`src/rtl/uart_transceiver_pkg.sv`:
```
// Shared bit-timing helpers and FSM state types for the 8N1 UART.
// Timing is a whole number of clocks per bit, fixed at elaboration.
package uart_transceiver_pkg;

    localparam int FRAME_BITS = 10;
    localparam int DATA_BITS  = 8;

    function automatic int symbol_edge_time(
        input int clock_freq,
        input int baud_rate
    );
        return clock_freq / baud_rate;
    endfunction

    function automatic int sample_time(
        input int clock_freq,
        input int baud_rate
    );
        return symbol_edge_time(clock_freq, baud_rate) / 2;
    endfunction

    // Never narrower than one bit, even for a one-clock symbol.
    function automatic int counter_width(
        input int clock_freq,
        input int baud_rate
    );
        int set;
        set = symbol_edge_time(clock_freq, baud_rate);
        return (set > 1) ? $clog2(set) : 1;
    endfunction

    typedef enum logic {
        TX_IDLE,
        TX_SEND
    } tx_state_t;

    typedef enum logic [1:0] {
        RX_IDLE,
        RX_START,
        RX_DATA,
        RX_STOP
    } rx_state_t;

endpackage

```
`src/rtl/uart_rx.sv`:
```
// 8N1 receiver with a two-flop input synchronizer and mid-bit sampling.
// A good frame overwrites data_out; a framing error drops the byte.
module uart_rx
    import uart_transceiver_pkg::*;
#(
    parameter int CLOCK_FREQ = 125_000_000,
    parameter int BAUD_RATE  = 115_200
) (
    input  logic       clk,
    input  logic       reset,
    input  logic       serial_in,
    output logic [7:0] data_out,
    output logic       data_out_valid,
    input  logic       data_out_ready
);

    localparam int SET    = symbol_edge_time(CLOCK_FREQ, BAUD_RATE);
    localparam int SAMPLE = sample_time(CLOCK_FREQ, BAUD_RATE);
    localparam int CW     = counter_width(CLOCK_FREQ, BAUD_RATE);

    localparam logic [CW-1:0] LAST = CW'(SET - 1);
    localparam logic [CW-1:0] HALF = CW'((SAMPLE > 0) ? SAMPLE - 1 : 0);
    localparam logic [2:0]    LAST_BIT = 3'(DATA_BITS - 1);

    logic          meta;
    logic          rx;
    rx_state_t     state;
    rx_state_t     state_next;
    logic [CW-1:0] cnt;
    logic [CW-1:0] cnt_next;
    logic [2:0]    bit_idx;
    logic [2:0]    bit_idx_next;
    logic [7:0]    shifter;
    logic [7:0]    shifter_next;
    logic [7:0]    data_next;
    logic          valid_next;
    logic          sample_data;
    logic          frame_good;

    always_ff @(posedge clk or posedge reset) begin
        if (reset) begin
            meta           <= 1'b1;
            rx             <= 1'b1;
            state          <= RX_IDLE;
            cnt            <= '0;
            bit_idx        <= '0;
            shifter        <= '0;
            data_out       <= '0;
            data_out_valid <= 1'b0;
        end else begin
            meta           <= serial_in;
            rx             <= meta;
            state          <= state_next;
            cnt            <= cnt_next;
            bit_idx        <= bit_idx_next;
            shifter        <= shifter_next;
            data_out       <= data_next;
            data_out_valid <= valid_next;
        end
    end

    // START re-checks the line half a bit in; DATA/STOP then land mid-bit.
    always_comb begin
        state_next   = state;
        cnt_next     = cnt;
        bit_idx_next = bit_idx;
        unique case (state)
            RX_IDLE: begin
                if (!rx) begin
                    state_next = RX_START;
                    cnt_next   = '0;
                end
            end
            RX_START: begin
                if (cnt == HALF) begin
                    cnt_next     = '0;
                    bit_idx_next = '0;
                    state_next   = rx ? RX_IDLE : RX_DATA;
                end else begin
                    cnt_next = cnt + 1'b1;
                end
            end
            RX_DATA: begin
                if (cnt == LAST) begin
                    cnt_next     = '0;
                    bit_idx_next = bit_idx + 3'd1;
                    if (bit_idx == LAST_BIT) begin
                        state_next = RX_STOP;
                    end
                end else begin
                    cnt_next = cnt + 1'b1;
                end
            end
            RX_STOP: begin
                if (cnt == LAST) begin
                    cnt_next   = '0;
                    state_next = RX_IDLE;
                end else begin
                    cnt_next = cnt + 1'b1;
                end
            end
            default: ;
        endcase
    end

    // A completing frame wins over a same-cycle consume.
    always_comb begin
        sample_data  = (state == RX_DATA) && (cnt == LAST);
        frame_good   = (state == RX_STOP) && (cnt == LAST) && rx;
        shifter_next = sample_data ? {rx, shifter[7:1]} : shifter;
        data_next    = frame_good ? shifter : data_out;
        valid_next   = data_out_valid;
        if (frame_good) begin
            valid_next = 1'b1;
        end else if (data_out_valid && data_out_ready) begin
            valid_next = 1'b0;
        end
    end

endmodule

```
`src/rtl/uart_tx.sv`:
```
// 8N1 transmitter: accepts one byte per handshake, shifts it out LSB first.
// serial_out is registered so the start bit follows the handshake edge.
module uart_tx
    import uart_transceiver_pkg::*;
#(
    parameter int CLOCK_FREQ = 125_000_000,
    parameter int BAUD_RATE  = 115_200
) (
    input  logic       clk,
    input  logic       reset,
    input  logic [7:0] data_in,
    input  logic       data_in_valid,
    output logic       data_in_ready,
    output logic       serial_out
);

    localparam int SET = symbol_edge_time(CLOCK_FREQ, BAUD_RATE);
    localparam int CW  = counter_width(CLOCK_FREQ, BAUD_RATE);

    localparam logic [CW-1:0] LAST     = CW'(SET - 1);
    localparam logic [3:0]    STOP_IDX = 4'(FRAME_BITS - 1);

    tx_state_t     state;
    tx_state_t     state_next;
    logic [CW-1:0] cnt;
    logic [CW-1:0] cnt_next;
    logic [3:0]    bit_idx;
    logic [3:0]    bit_idx_next;
    logic [8:0]    shifter;
    logic [8:0]    shifter_next;
    logic          serial_next;
    logic          bit_done;

    always_ff @(posedge clk or posedge reset) begin
        if (reset) begin
            state      <= TX_IDLE;
            cnt        <= '0;
            bit_idx    <= '0;
            shifter    <= '1;
            serial_out <= 1'b1;
        end else begin
            state      <= state_next;
            cnt        <= cnt_next;
            bit_idx    <= bit_idx_next;
            shifter    <= shifter_next;
            serial_out <= serial_next;
        end
    end

    // Shifter holds the remaining data bits with the stop bit behind them.
    always_comb begin
        state_next   = state;
        cnt_next     = cnt;
        bit_idx_next = bit_idx;
        shifter_next = shifter;
        serial_next  = serial_out;
        bit_done     = (cnt == LAST);
        unique case (state)
            TX_IDLE: begin
                if (data_in_valid) begin
                    state_next   = TX_SEND;
                    cnt_next     = '0;
                    bit_idx_next = '0;
                    shifter_next = {1'b1, data_in};
                    serial_next  = 1'b0;
                end
            end
            TX_SEND: begin
                if (!bit_done) begin
                    cnt_next = cnt + 1'b1;
                end else begin
                    cnt_next = '0;
                    if (bit_idx == STOP_IDX) begin
                        state_next  = TX_IDLE;
                        serial_next = 1'b1;
                    end else begin
                        bit_idx_next = bit_idx + 4'd1;
                        serial_next  = shifter[0];
                        shifter_next = {1'b1, shifter[8:1]};
                    end
                end
            end
            default: ;
        endcase
    end

    always_comb begin
        data_in_ready = (state == TX_IDLE);
    end

endmodule

```
`src/rtl/uart_transceiver.sv`:
```
// Full-duplex 8N1 UART: independent transmit and receive byte streams.
// Pure wiring between the ports and the two direction engines.
module uart_transceiver
    import uart_transceiver_pkg::*;
#(
    parameter int CLOCK_FREQ = 125_000_000,
    parameter int BAUD_RATE  = 115_200
) (
    input  logic       clk,
    input  logic       reset,
    input  logic [7:0] data_in,
    input  logic       data_in_valid,
    output logic       data_in_ready,
    output logic       serial_out,
    input  logic       serial_in,
    output logic [7:0] data_out,
    output logic       data_out_valid,
    input  logic       data_out_ready
);

    uart_tx #(
        .CLOCK_FREQ(CLOCK_FREQ),
        .BAUD_RATE (BAUD_RATE)
    ) u_tx (
        .clk          (clk),
        .reset        (reset),
        .data_in      (data_in),
        .data_in_valid(data_in_valid),
        .data_in_ready(data_in_ready),
        .serial_out   (serial_out)
    );

    uart_rx #(
        .CLOCK_FREQ(CLOCK_FREQ),
        .BAUD_RATE (BAUD_RATE)
    ) u_rx (
        .clk           (clk),
        .reset         (reset),
        .serial_in     (serial_in),
        .data_out      (data_out),
        .data_out_valid(data_out_valid),
        .data_out_ready(data_out_ready)
    );

endmodule

```
`config.mk`:
```
export PLATFORM = sky130hd
export DESIGN_NAME = uart_transceiver
export DESIGN_NICKNAME = d
export VERILOG_FILES = /design/src/rtl/uart_transceiver_pkg.sv /design/src/rtl/uart_rx.sv /design/src/rtl/uart_tx.sv /design/src/rtl/uart_transceiver.sv
export SDC_FILE = /design/constraint.sdc
export NUM_CORES = 1
export LEC_CHECK = 0
export CAP_MARGIN = 15
export CORE_MARGIN = 4
export CORE_UTILIZATION = 35
export CTS_CLUSTER_SIZE = 28
export DETAILED_ROUTE_END_ITERATION = 10
export GPL_ROUTABILITY_DRIVEN = 0
export SETUP_SLACK_MARGIN = 0.3
export SLEW_MARGIN = 40
export SYNTH_ARGS = -nofsm -noshare
export SYNTH_HDL_FRONTEND = slang
export SYNTH_HIERARCHICAL = 1
export SYNTH_SLANG_ARGS = --single-unit
export TNS_END_PERCENT = 50
```
`constraint.sdc`:
```
create_clock -name clk -period 1.8 [get_ports clk]
set_input_delay 0.36 -clock clk [delete_from_list [all_inputs] [get_ports clk]]
set_output_delay 0.36 -clock clk [all_outputs]
set_load 0.02 [all_outputs]
```
# Word-level counts from Yosys, hierarchy flattened

Index checks and enable logic that the tools add are counted.

Word-level logic and storage cells: 81
Register bits after elaboration: 61
Output and inout port bits: 11

Bitwise gates (word level): 1
Eq/ne operators: 16
Reduce and logical (&&, ||, !) cells: 12
Add/subtract/negate cells: 4
Mux-type cells: 35

Operator list:

| kind                    | count |
|---|---|
| $mux W11                | 5 |
| $pmux W11 S3            | 1 |
| $mux W9                 | 3 |
| $add A11 B1 Y11 const B | 2 |
| $eq A11 B11 Y1 const B  | 2 |
| $pmux W11 S2            | 1 |
| $pmux W9 S2             | 1 |
| $mux W2                 | 6 |
| $mux W4                 | 3 |
| $eq A11 B10 Y1 const B  | 1 |
| $mux W1                 | 8 |
| $ne A2 B1 Y1 const B    | 4 |
| $ne A2 B2 Y1 const B    | 4 |
| $pmux W2 S4             | 1 |
| $pmux W4 S2             | 1 |
| $mux W3                 | 2 |
| $pmux W3 S2             | 1 |
| $reduce_and A3 Y1       | 2 |
| $reduce_and A5 Y1       | 1 |
| $add A4 B1 Y4 const B   | 1 |
| $eq A2 B2 Y1 const B    | 2 |
| $eq A4 B4 Y1 const B    | 1 |
| $logic_and A1 B1 Y1     | 4 |
| $pmux W1 S2             | 2 |
| other kinds (8)         | 9 |

# Logic depth before layout (Yosys ltp)

Depth after elaboration: 4
Mapped depth: 8
Mapped depth without buffers: 7

# Cells and area by module

The synthesis kept the hierarchy.

By module, submodules not included:

| module  | seq. area each (um^2) | area an instance (um^2) | instances | cells an instance |
|---|---|---|---|---|
| uart_rx | 878.3                 | 1670.4                  | 1         | 152 |
| uart_tx | 636.9                 | 1368.8                  | 1         | 131 |

# Worst setup path after synthesis

Ideal clock, no wire load.

Kind: reg-to-reg
From: register u_tx.cnt[0]
To: register u_tx.shifter[0]
Arrival: 1.732 ns
Library setup time: 0.082 ns
Period minus slack after synthesis: 1.814 ns
Cell stages (with the launch flop): 7
Setup slack: -0.014 ns
Path through: dfrtp_1 -> inv_1 -> ha_1 -> nor4b_4 -> nand4_2 -> o21ai_4 -> mux2_2

Word-level cells in the longest chain between the ends: 3

RTL lines:

| element                            | line          | RTL |
|---|---|---|
| start, declared                    | uart_tx.sv:25 | `logic [CW-1:0] cnt;` |
| start signal, assigned             | uart_tx.sv:43 | `cnt <= cnt_next;` |
| $eq A11 B11 Y1                     | uart_tx.sv:57 | `bit_done = (cnt == LAST);` |
| $ne A2 B2 Y1 (no source line)      | --            |  |
| $reduce_and A3 Y1 (no source line) | --            |  |
| end signal, assigned               | uart_tx.sv:45 | `shifter <= shifter_next;` |
| end, declared                      | uart_tx.sv:29 | `logic [8:0] shifter;` |

Every way passes these cells.
A chain may end at the register's enable or synchronous reset.

# Worst setup path in the final report

From: register u_rx.cnt[0]
To: register u_rx.data_out[3]

Word-level cells in the longest chain between the ends: 3

RTL lines:

| element                           | line           | RTL |
|---|---|---|
| start, declared                   | uart_rx.sv:29  | `logic [CW-1:0] cnt;` |
| start signal, assigned            | uart_rx.sv:54  | `cnt <= cnt_next;` |
| $eq A11 B11 Y1                    | uart_rx.sv:109 | `frame_good = (state == RX_STOP) && (cnt == LAST) && rx;` |
| $logic_and A1 B1 Y1 (2 in series) | uart_rx.sv:109 |  |
| end signal, assigned              | uart_rx.sv:57  | `data_out <= data_next;` |
| end, declared                     | uart_rx.sv:12  | `output logic [7:0] data_out,` |

Every way passes these cells.

==> flow_summary_export.csv <==
group,metric,value,unit
min_path,hp-class,"reg2reg",
sta,holdWs,0.366,ns
floorplan,fp.dieW,101,um
synth,syn_inst,283,
sta,finalSetupViolCount,0,
power,p_seq_share,46.9,%
placement,dp_cells,447,
critical_path,crit_required,2.00,ns
sta,rsz0062_at_grt,"yes",
routing,vias,2439,
routing,vias_per_cell,5.16,
sta,worst_slack,0.0178,ns
sta,fmax,561,MHz
sta,period_minus_slack,1.78,ns
sta,final-max-slew-violation-count,0,
routing,routedWlPerCell,15.3,um
critical_path,start_kind,"register",
critical_path,endpoint,"u_rx/data_out[3]",
cts,cts.hold.buffers_added,0,
final_layout,final_area,4410,um^2
floorplan,dieHeight,101,um
final_layout,final_cells,473,
grt,track_usage,13.8,%
cts,cts_buffer_depth,2,
sta,worstMarginPinSlew,0.329,ns
floorplan,start_util,36.4,%
floorplan,core,8340,um^2
power,combinationalPowerShare,17.1,%
grt,grt_pass1_wl,11500,um
critical_path,path_max_fanout,8,
routing,final_antenna_net_count,0,
status,status,"completed",
placement,port_buffers,23,
power,cellLeakagePower,2.07,nW
power,power,3.40,mW
power,clkPwrFrac,35.9,%
critical_path,startpoint,"u_rx/cnt[0]",
final_layout,layout_commonest_cell,"dfrtp_1",
synth,syn_area_per_cell,10.7,um^2
grt,first_global_vias,2475,
grt,grt-ovfl-total,0,
cts,cts_tree,"done",
flow_run,cap_violations,0,
placement,place_area,3790,um^2
floorplan,row_count,33,
final_layout,synthToLayoutAreaGrowth,45.1,%
routing,first_pass_iters,4,
sta,skew,0.00553,ns
final_layout,fill_cells,720,
final_layout,final_cell_mix,"47 x dfrtp_1, 40 x buf_4, 34 x nand2_1",
synth,synth-edff-count,0,
placement,post-dp-hpwl,4550,um
cts,numCtsBuffers,9,
routing,drt_wl_total,7240,um
synth,yosys_warnings,6,
critical_path,worstRegToRegCells,8,
critical_path,r2r-start,"u_rx/cnt[0]",
power,ir_drop,0.335,mV
final_layout,drive_above_1_share,46.2,%
power,power_density,770,nW/um^2
routing,drc,0,
power,p_int,2.51,mW
synth,ys.flop_type,"dfrtp_1",
placement,dp_slack,0.00723,ns
power,netSwitchingPower,889,uW
sta,relSlewSlack,78.1,%
cts,cts.clk_slew.worst_paths,0.07,ns
critical_path,worstSetupPathType,"reg2reg",
final_layout,num_antenna_cells,0,
critical_path,rrSetupSlack,0.02,ns
synth,synth-seq-cells,60,
critical_path,rr_endpoint,"u_rx/data_out[3]",
cts,insertion_delay,0.32,ns
critical_path,arrival,1.99,ns
sta,period_share,99.0,%
synth,yosysUniqueCellTypes,51,
cts,root_buffer,"clkbuf_8",
critical_path,crit_path_end_kind,"register",
sta,finalHoldViolations,0,
cts,cts_max_level,3,
power,netSwitchingFraction,26.2,%
synth,netlist_area,3040,um^2
floorplan,ios,24,
grt,grt_antenna_before_repair,0,
synth,seq_area_frac_synth,49.9,%
synth,syn_nets,305,
floorplan,dieArea,10200,um^2
synth,synth-async-reset-ratio,100,%
cts,clock-sinks,60,
grt,grt_start_max_net_pins,36,
routing,drtIter0Drc,83,
final_layout,finalNetCount,385,
layout make-up:
cell class	instances	area, um^2	area share [%]
Inverter	14	52.6	1.19
Sequential cell	60	1520	34.4
Clock inverter	4	47.5	1.08
Clock buffer	12	155	3.52
Tap cell	105	131	2.98
Timing Repair Buffer	75	704	16.0
Multi-Input combinational cell	203	1800	40.8
how the worst min path moves through the flow:
stage	start	end	slack, ns	depth (start not counted)
global route	u_rx/meta	u_rx/rx	0.37	0
finish	u_rx/meta	u_rx/rx	0.37	0
global placement	u_rx/meta	u_rx/rx	0.35	0
CTS	u_rx/meta	u_rx/rx	0.36	0
floorplan	u_rx/meta	u_rx/rx	0.35	0
detailed placement	u_rx/meta	u_rx/rx	0.35	0
timing repair:
action,4_1_cts,5_1_grt
buffers inserted,4,4
pin swaps,9,26
setup endpoints to repair,63,67
resized for setup,24,76
cloned,1,1
per-stage QoR:
step	utilization, %	TNS (ns)
floorplan	-	0
global placement	45.5	0
detailed placement	45.5	0
CTS	49.2	0
global route	52.9	-0.532
finish	52.9	0
Yosys cell counts, drive strengths merged, types with 2 or more instances:
cell,n,share of area (%)
o41ai,2,0.58
clkbuf,4,0.49
and2,3,0.62
o21ai,15,2.8
a31oi,5,1.0
nor4,5,1.5
nor2,15,2.3
a31o,2,0.58
a21oi,7,1.2
and3,2,0.41
nand2,39,4.9
nor2b,5,1.0
dfrtp,49,40
o21bai,2,0.49
o21a,2,0.49
mux2,33,12
ha,9,3.7
and4,4,1.2
or3,2,0.41
nand4,5,1.2
nand3,7,1.2
a22o,2,0.58
nand2b,2,0.41
inv,13,1.6
dfstp,11,9.5
o22ai,10,2.1
o211ai,4,0.99
nor3,6,1.2
buf,3,0.49
power groups by stage:
| stage | Sequential, mW | Combinational (mW) | Clock [mW] |
|---|---|---|---|
| after floorplan | 1.64 | 0.260 | 0 |
| after global placement | 1.61 | 0.531 | 0 |
| after detailed placement | 1.62 | 0.538 | 0 |
| after CTS | 1.59 | 0.554 | 1.27 |
| after global routing | 1.61 | 0.638 | 1.32 |
| final | 1.59 | 0.582 | 1.22 |
cells by family after synthesis:
logic type	share of synthesized area, %
xor gates and xnor gates	0.288
DFF	49.9
muxes	12.6
and+or+nand+nor	18.7
buffers and inverters	2.72
adders and majority gates	3.71
AOI/OAI and AO/OA	12.2
routing by layer:
layer | track usage (%) | vias to the layer above | wire (um)
met2 | 23.3 | 33 | 3580
met4 | 3.37 | 0 | 26
met1 | 17.9 | 1215 | 3420
li1 | - | 1187 | -
met5 | 0 | - | 0
met3 | 3.31 | 4 | 218
state kept, by name (all words and copies together) (netlist names), named ones only:
signal / cells
u_tx/bit_idx: 4
u_rx/data_out: 8
u_tx/cnt: 11
u_rx/data_out_valid: 1
u_rx/cnt: 11
u_rx/rx: 1
u_tx/serial_out: 1
u_rx/meta: 1
u_tx/shifter: 8
u_rx/shifter: 8
u_rx/state: 1
u_tx/state: 1
u_rx/bit_idx: 3
critical path, stage by stage, from the launching register on:
cell	delay, ns
dfrtp_2	0.44
inv_2	0.09
ha_4	0.13
nand2_4	0.05
nor3_4	0.23
nand2_4	0.14
nor2_4	0.12
buf_12	0.14
mux2_4	0.30
No activity file was read; power rests on OpenSTA's default activity.
